<file path="config.mk">
export PLATFORM = sky130hd
export DESIGN_NAME = data_mem_ctrl
export DESIGN_NICKNAME = d
export VERILOG_FILES = /design/src/rtl/data_mem_ctrl.sv
export SDC_FILE = /design/constraint.sdc
export NUM_CORES = 2
export LEC_CHECK = 0
export CAP_MARGIN = 20
export CORE_UTILIZATION = 60
export CTS_CLUSTER_SIZE = 10
export DETAILED_ROUTE_END_ITERATION = 8
export HOLD_SLACK_MARGIN = 0.12
export PLACE_DENSITY_LB_ADDON = 0.2
export SLEW_MARGIN = 20
export SYNTH_ARGS = -nofsm -noshare
export SYNTH_HDL_FRONTEND = slang
export SYNTH_SLANG_ARGS = --single-unit
</file>
<file path="constraint.sdc">
create_clock -name clock -period 4.95 [get_ports clock]
set_clock_uncertainty 0.2 [all_clocks]
set_input_delay 0.99 -clock clock [delete_from_list [all_inputs] [get_ports clock]]
set_output_delay 0.99 -clock clock [all_outputs]
set_load 0.01 [all_outputs]
</file>
<file path="src/rtl/data_mem_ctrl.sv">
// Byte-addressed data memory for the CPU memory stage.
// One load or store per cycle over a valid/ready port, registered response,
// sub-word stores with lane masking, sign/zero-extended loads, access error
// detection and an optional post-reset clear sweep of the array.
//
//   state   | meaning
//   --------+-----------------------------------------------------------
//   S_RESET | held in reset (sweep disabled); leaves to S_RUN on 1st edge
//   S_INIT  | clearing word 'sweep' this cycle; requests not accepted
//   S_RUN   | accepting one request per cycle until the next reset
module data_mem_ctrl #(
  parameter int DATA_W    = 32,
  parameter int DEPTH     = 64,
  parameter int ADDR_W    = 32,
  parameter int INIT_ZERO = 1
) (
  input  logic              clock,
  input  logic              resetn,
  input  logic              req_valid,
  output logic              req_ready,
  input  logic              req_we,
  input  logic [1:0]        req_size,
  input  logic              req_unsigned,
  input  logic [ADDR_W-1:0] req_addr,
  input  logic [DATA_W-1:0] req_wdata,
  output logic              rsp_valid,
  output logic              rsp_err,
  output logic [DATA_W-1:0] rsp_rdata,
  output logic              init_busy
);

  localparam int NB = DATA_W / 8;
  localparam int LB = $clog2(NB);
  localparam int IW = $clog2(DEPTH);

  typedef enum logic [1:0] {S_RESET, S_INIT, S_RUN} state_t;

  // With the sweep enabled the reset state is already the first sweep cycle,
  // so word 0 is cleared on the first edge after release.
  localparam state_t S_START = (INIT_ZERO != 0) ? S_INIT : S_RESET;

  logic [DATA_W-1:0] mem [DEPTH];

  state_t            state, state_nx;
  logic [IW-1:0]     sweep, sweep_nx;
  logic              init_we;

  logic              accept;
  logic [LB-1:0]     off;
  logic [IW-1:0]     idx;
  logic [LB+2:0]     bit_off;
  logic [31:0]       size_bits;
  logic [LB-1:0]     align_mask;
  logic              err_size, err_align, err_range, err;
  logic [NB-1:0]     val_lane;
  logic [DATA_W-1:0] val_mask;
  logic [DATA_W-1:0] wr_mask, wr_data;
  logic [DATA_W-1:0] old_word, shifted, load_data;
  logic              sign_bit;

  logic              mem_we;
  logic [IW-1:0]     mem_idx;
  logic [DATA_W-1:0] mem_wd;

  // State and sweep counter registers.
  always_ff @(posedge clock or negedge resetn) begin
    if (!resetn) begin
      state <= S_START;
      sweep <= '0;
    end else begin
      state <= state_nx;
      sweep <= sweep_nx;
    end
  end

  // Next-state logic; the counter parks at DEPTH-1 when the sweep ends.
  always_comb begin
    state_nx = state;
    sweep_nx = sweep;
    init_we  = 1'b0;
    case (state)
      S_RESET: state_nx = (INIT_ZERO != 0) ? S_INIT : S_RUN;
      S_INIT: begin
        init_we = 1'b1;
        if (sweep == IW'(DEPTH - 1)) state_nx = S_RUN;
        else                         sweep_nx = sweep + 1'b1;
      end
      S_RUN:   state_nx = S_RUN;
      default: state_nx = S_START;
    endcase
  end

  assign req_ready = (state == S_RUN);
  assign init_busy = (state == S_INIT);
  assign accept    = req_valid && req_ready;

  // Address decode, error checks, lane masks, store merge and load extract.
  always_comb begin
    off        = req_addr[LB-1:0];
    idx        = req_addr[LB+IW-1:LB];
    bit_off    = {off, 3'b000};
    size_bits  = 32'd8 << req_size;
    align_mask = LB'((32'd1 << req_size) - 32'd1);
    err_size   = size_bits > 32'(DATA_W);
    err_align  = (off & align_mask) != '0;
    err_range  = (req_addr >> (LB + IW)) != '0;
    err        = err_size || err_align || err_range;

    val_lane = '0;
    val_mask = '0;
    for (int i = 0; i < NB; i++) begin
      val_lane[i]        = 32'(i) < (32'd1 << req_size);
      val_mask[8*i +: 8] = {8{val_lane[i]}};
    end

    old_word = mem[idx];
    wr_mask  = val_mask << bit_off;
    wr_data  = (req_wdata & val_mask) << bit_off;

    shifted = old_word >> bit_off;
    case (req_size)
      2'd0:    sign_bit = shifted[7];
      2'd1:    sign_bit = shifted[15];
      2'd2:    sign_bit = shifted[31];
      default: sign_bit = shifted[DATA_W-1];
    endcase
    // A full-width load has val_mask all ones, so the fill term vanishes.
    load_data = (shifted & val_mask) |
                ((!req_unsigned && sign_bit) ? ~val_mask : '0);
  end

  // Single write port shared by the clear sweep and accepted stores.
  always_comb begin
    mem_we  = init_we || (accept && req_we && !err);
    mem_idx = init_we ? sweep : idx;
    mem_wd  = init_we ? '0 : ((old_word & ~wr_mask) | wr_data);
  end

  // Storage array; intentionally has no reset.
  always_ff @(posedge clock) begin
    if (mem_we) mem[mem_idx] <= mem_wd;
  end

  // Response registers: valid for the cycle after acceptance.
  always_ff @(posedge clock or negedge resetn) begin
    if (!resetn) begin
      rsp_valid <= 1'b0;
      rsp_err   <= 1'b0;
      rsp_rdata <= '0;
    end else begin
      rsp_valid <= accept;
      rsp_err   <= accept && err;
      rsp_rdata <= (accept && !err && !req_we) ? load_data : '0;
    end
  end

endmodule

</file>
Word level (Yosys, flattened, before mapping)
Memory sizes are Yosys's and may differ from the RTL's.
Index checks and enable logic that the tools add are counted.
- memories kept: 1
- flip-flop bits (word level): 42
- bits in writable memories: 2048
- memory list (memory ; depth ; bits a word ; read ports ; clocked after Yosys merged registers in ; write ports ; line ; text):
    mem ; 64 ; 32 ; 1 ; 0 ; 1 ; 42 ; logic [DATA_W-1:0] mem [DEPTH];
- equality and inequality tests: 5
- mux-type cells: 10
- bitwise logic cells: 9
- order comparisons: 5
- shift operators: 5
- reduce and logical (&&, ||, !) cells: 17
- add/subtract/negate cells: 2
- operator list (operator ; count):
    32-bit AND ; 3
    32-bit two-way mux ; 3
    1-bit by 32-bit less-than comparator with 1-bit output (first input constant) ; 2
    2-bit by 32-bit less-than comparator with 1-bit output (first input constant) ; 2
    32-bit NOT ; 2
    32-bit bitwise OR ; 2
    32-bit by 5-bit left shift with 32-bit output ; 2
    32-bit by 6-bit > comparator with 1-bit output (second input constant) ; 1
    32-bit nonzero test ; 1
    1-bit by 2-bit left shift with 32-bit output (first input constant) ; 1
    4-bit by 2-bit left shift with 32-bit output (first input constant) ; 1
    32-bit by 5-bit >> shifter with 32-bit output ; 1
    1-bit logical AND ; 7
    6-bit by 1-bit adder with 6-bit output (second input constant) ; 1
    6-bit == test (second input constant) ; 1
    6-bit two-way mux ; 1
    2-bit by 1-bit == test with 1-bit output (second input constant) ; 2
    2-bit one-hot mux with 2 select lines ; 1
    1-bit zero test ; 3
    1-bit logical OR ; 3
    1-bit two-way mux ; 3
    2-bit AND ; 1
    2-bit == test (second input constant) ; 1
    2-bit zero test ; 1
    7 further kinds ; 7

Logic depth before layout (Yosys ltp)
- depth after elaboration: 11
- mapped depth: 15

Worst setup path before layout
Ideal clock, no wire load.
- path type: in2reg
- from: in req_size[1]
- to: mem mem[0][23] (data pin)
- slack: -0.418 ns
- stages: 11
- arrival: 4.620 ns
- cell sequence: clkbuf_1 -> inv_1 -> nand2_1 -> clkbuf_1 -> ha_1 -> nand2_1 -> nand2_1 -> o21ai_0 -> o21ai_1 -> nand2b_1 -> a21oi_1
- cells in the longest elaborated chain, start to end: 7
- elaborated cells on any way between the ends: 12
- those cells by class: order compare (4); shift (3); mux (1); bitwise (4)
- RTL lines (item ; line ; text):
    start, declared ; 22 ; input logic [1:0] req_size,
    1-bit by 2-bit left shift with 32-bit output (*) ; 112 ; val_lane[i] = 32'(i) < (32'd1 << req_size);
    1-bit by 32-bit less-than comparator with 1-bit output or 2-bit by 32-bit less-than comparator with 1-bit output (tied branches) ; 112 ;
    32-bit by 5-bit left shift with 32-bit output ; 117 ; wr_mask = val_mask << bit_off;
    32-bit NOT ; 136 ; mem_wd = init_we ? '0 : ((old_word & ~wr_mask) | wr_data);
    32-bit AND ; 136 ;
    32-bit bitwise OR (*) ; 136 ;
    32-bit two-way mux (*) ; 136 ;
    via mem_wd[23] ; 63 ; logic [DATA_W-1:0] mem_wd;
    end, declared ; 42 ;
The timed path passes the listed nets; every way through them passes the cells marked *.

Worst setup path in the final report
- from: in req_addr[2]
- to: reg rsp_rdata[0]
- cells in the longest elaborated chain, start to end: 7
- elaborated cells on any way between the ends: 8
- those cells by class: shift (1); mux (3); bitwise (2); reduce/logical (1); memory (1)
- RTL lines (item ; line ; text):
    start, declared ; 24 ; input logic [ADDR_W-1:0] req_addr,
    memory 64 x 32 bit (*) ; -- ;
    32-bit by 5-bit >> shifter with 32-bit output (*) ; 120 ; shifted = old_word >> bit_off;
    1-bit one-hot mux with 2 select lines ; 121 ; case (req_size)
    1-bit logical AND ; 129 ; ((!req_unsigned && sign_bit) ? ~val_mask : '0);
    32-bit two-way mux ; 129 ;
    32-bit bitwise OR (*) ; 128 ; load_data = (shifted & val_mask) |
    32-bit two-way mux (*) ; 153 ; rsp_rdata <= (accept && !err && !req_we) ? load_data : '0;
    end signal, assigned ; 153 ;
    end, declared ; 28 ; output logic [DATA_W-1:0] rsp_rdata,
Mark *: on every way between the ends. The rest lies on a longest branch, timed or not.
A chain may end at the register's enable or synchronous reset.

==> impl_results.md <==
- Proportion of synthesized chip area in sequential cells: between 70 and 80%
- Share of the cycle needed by the critical path after routing: roughly 82%
- Setup Crit Path Kind: input pin to register
- Worst-margin pin slew: between 1 and 1.5 ns
- Warning count from the yosys run: 0
- Final-stage net count: roughly 4300
- Reg-to-reg endpoint: mem[29][2]
- Syn-to-layout area delta: 18.93%
- Final wirelength: between 200000 and 250000 um
- Critical Path Source Type: input pin
- Achievable frequency: about 0.25 GHz
- Final number of hold-violating endpoints: 0
- First-pass GRT wire length: 323700 um
- Core ar.: 0.1338 mm^2
- Tightest slew margin relative to the limit: 19.31%
- X dimension of the die: about 370 um
- Maximum number of pins on one net before global-route repair: 65
- Highest-count cells in the layout ignoring fill and taps: edfxtp_1, mux4_2, buf_4
- Post-synthesis instance area: between 0.08 and 0.09 mm^2
- Met1 WL: roughly 85000 um
- Post-synthesis average cell area: 22.12 um^2
- Fraction of registers with async set or reset after synthesis: between 2 and 2.5%
- Static Leakage: ~27 nW
- Source-to-sink clock delay at the later pin of the worst-skew pair: 0.87 ns
- Status: finished, violations left
- Final setup violating endpoints: 0
- TritonCTS clock tree: built
- Clock sink count: ~2100
- Overall Global Routing Usage: 34.69%
- Cell with the largest stage delay on the worst path: a211oi_1
- Worst reg2reg startpoint: state[0]
- Nets in the synthesized netlist: between 3000 and 4000
- CP max stage delay: roughly 0.69 ns
- Number of global-route vias before repair: between 40000 and 50000
- Drt drc: 32
- Final weighted congestion in routability-driven placement: between 1 and 1.5
- Ratio of routed vias to standard cells: approximately 7.0
- Most frequent standard cell in the layout excluding fill and tap cells: edfxtp_1
- Number of core rows: 134
- DIE AREA: around 0.14 mm^2
- Violations in the final reports: design-rule violations
- Quantity of gates resized following cts: 0
- Arrival time of data at the critical path endpoint: between 4 and 5 ns
- Final Power: 35.59 mW
- Uppermost metal layer occupied by signal nets: met5
- Cell accounting for the most synthesized area: edfxtp_1
- Gate Count Post-Synth: ~3700
- Clock-pin slew reported for the worst setup and hold paths after clock tree synthesis: about 0.060 ns
- Routed via count: 42940
- First-pass detailed-route iteration total: 9
- Maximum buffer depth of the clock tree: 3
- Top cell type's share of synthesized area: between 70% and 80%
- Die boundary height: approximately 370 um
- Inserted Clock Buffers: 229
- Power per cell area: roughly 370 mW/mm^2
- Critical path origin: req_addr[2]
- Buffers inserted by post-CTS timing repair: 0
- Primary flip-flop cell chosen by synthesis mapping: edfxtp_1
- Average wire per cell in the routed design: approximately 38 um
- Total grt overflow: 0
- Routed wire length on met2: ~110000 um
- Starting utilization of the core area: approximately 61%
- Final cell utilization of the core: approximately 70%
- Number of buffers inserted for hold repair after clock tree synthesis: 1
- Clock period minus worst slack: roughly 4.1 ns
- Count of fill cells added during filler insertion: 7607
- Biggest fanout along the worst timing path: 22
- Fraction of final layout cells sized beyond drive strength 1: around a third
- Count of pins over their slew limit: 0
- Required time worst endpoint: roughly 5.5 ns
- Number of flops mapped to enable cells by yosys: around 2000
- Synth area leaders: edfxtp_1, mux4_2, dfrtp_1
- Number of buffers added on ports: between 100 and 150
- Count of nets left with antenna violations after detail routing: 0
- Setup repair after global routing missed its margin: no
- CP Capture Point: rsp_rdata[0]
- Chain of cells forming the critical path: buf_8 > buf_12 > buf_12 > buf_12 > mux4_2 > a22oi_1 > a21oi_1 > nor2_1 > buf_4 > o221ai_1 > buf_4 > and2_1 > a211oi_1 > nor3_1 > buf_4
- Buffer cell driving the clock tree root: clkbuf_16
- Deepest level of the CTS H-tree: 4
- Number of antenna violations at the first check in global routing: 13
- IR Drop Worst-Case VDD: between 0.4 and 0.5 mV
- Count of unique library cells instantiated by Yosys: 66
- Synthesized flop and latch total: around 2100
- Iteration-0 DRC Markers: approximately 6600
- Total half-perimeter wirelength after legalization and detailed placement: approximately 150000 um
- Total length of routed met3 wires: around 29000 um
- Crit. End Element: register
- Setup slack on the worst flop-to-flop path: around 1.5 ns
- IO Pins: approximately 110
- Worst reg2reg path depth: 7
- Max-capacitance violation count: 0
- Worst hold path class: register to register
-- per-stage QoR --
stage	hold WS [ns]	area, um^2	setup WS, ns	setup TNS (ns)	instances
after floorplan	0.2736	81200	-0.1627	-251.77	3668
after global placement	0.2941	90100	0.1236	0	5791
after detailed placement	0.3068	90160	0.1095	0	5793
after CTS	0.3145	96490	0.9602	0	6105
after global routing	0.3377	96500	0.7347	0	6106
final	0.3184	96500	0.8846	0	6108
-- sequential cells by signal (all words and copies together), names as in the netlist --
register / cells
mem: 2048
rsp_rdata: 32
sweep: 6
state: 2
rsp_err: 1
rsp_valid: 1
-- synth_stat cells, drive strengths merged (36+ instances only) --
cell type  number
clkbuf         66
buf           134
mux4          552
nand3          38
o21ai          36
mux2i          36
a21oi          54
a221oi         40
edfxtp       2048
a22oi          65
nand2          88
a22o           37
dfrtp          41
nor2          176
-- worst max-delay path: cells and delay by family --
family / cells / cell delay [ns]
AO/OA/AOI/OAI: 4 / 1.20
buffers and inverters: 7 / 1.44
multiplexers: 1 / 0.52
AND/OR/NAND/NOR: 3 / 0.38
-- layer usage --
metal / up-vias / track usage, %
li1: 16780 / -
met1: 22600 / 48.63
met2: 3092 / 52.68
met3: 459 / 9.516
met4: 14 / 13.52
met5: - / 0.6294
-- how the worst min path moves through the flow --
stage	slack, ns	startpoint	to	cells after the start
6_report	0.32	sweep[0]	sweep[0]	1
5_1_grt	0.34	sweep[0]	sweep[0]	1
4_1_cts	0.31	sweep[0]	sweep[0]	1
3_5_place_dp	0.31	sweep[0]	sweep[0]	1
3_3_place_gp	0.29	sweep[0]	sweep[0]	1
2_1_floorplan	0.27	sweep[0]	sweep[0]	1
-- area by class of cell --
type / count / area [um^2] / share of cell area (%)
repair buffers: 558 / 7118 / 7.376
diodes: 3 / 7.507 / 0.007779
clock buffers: 293 / 6056 / 6.275
inverters: 29 / 111.4 / 0.1154
clock inverters: 18 / 271.5 / 0.2813
well taps: 1768 / 2212 / 2.292
multi-input cells: 1349 / 18180 / 18.83
flip-flops and latches: 2090 / 62550 / 64.82
-- cells by family after synthesis --
| group | Yosys count | share of synthesized area [%] |
|---|---|---|
| xor+xnor | 3 | 0.03239 |
| simple gates | 369 | 1.983 |
| mux | 601 | 15.95 |
| fa+ha+maj | 5 | 0.07710 |
| compound gates | 371 | 3.425 |
| flops | 2090 | 77.09 |
| buf+inv | 229 | 1.452 |
-- report_power, final --
part / internal (mW) / total [mW] / leakage (nW) / switching [mW]
registers: 19.1 / 19.1 / 16.0 / 0
clock network: 8.48 / 14.9 / 3.06 / 6.47
logic: 0.612 / 1.51 / 8.11 / 0.899
No activity file was read; power rests on OpenSTA's default activity.
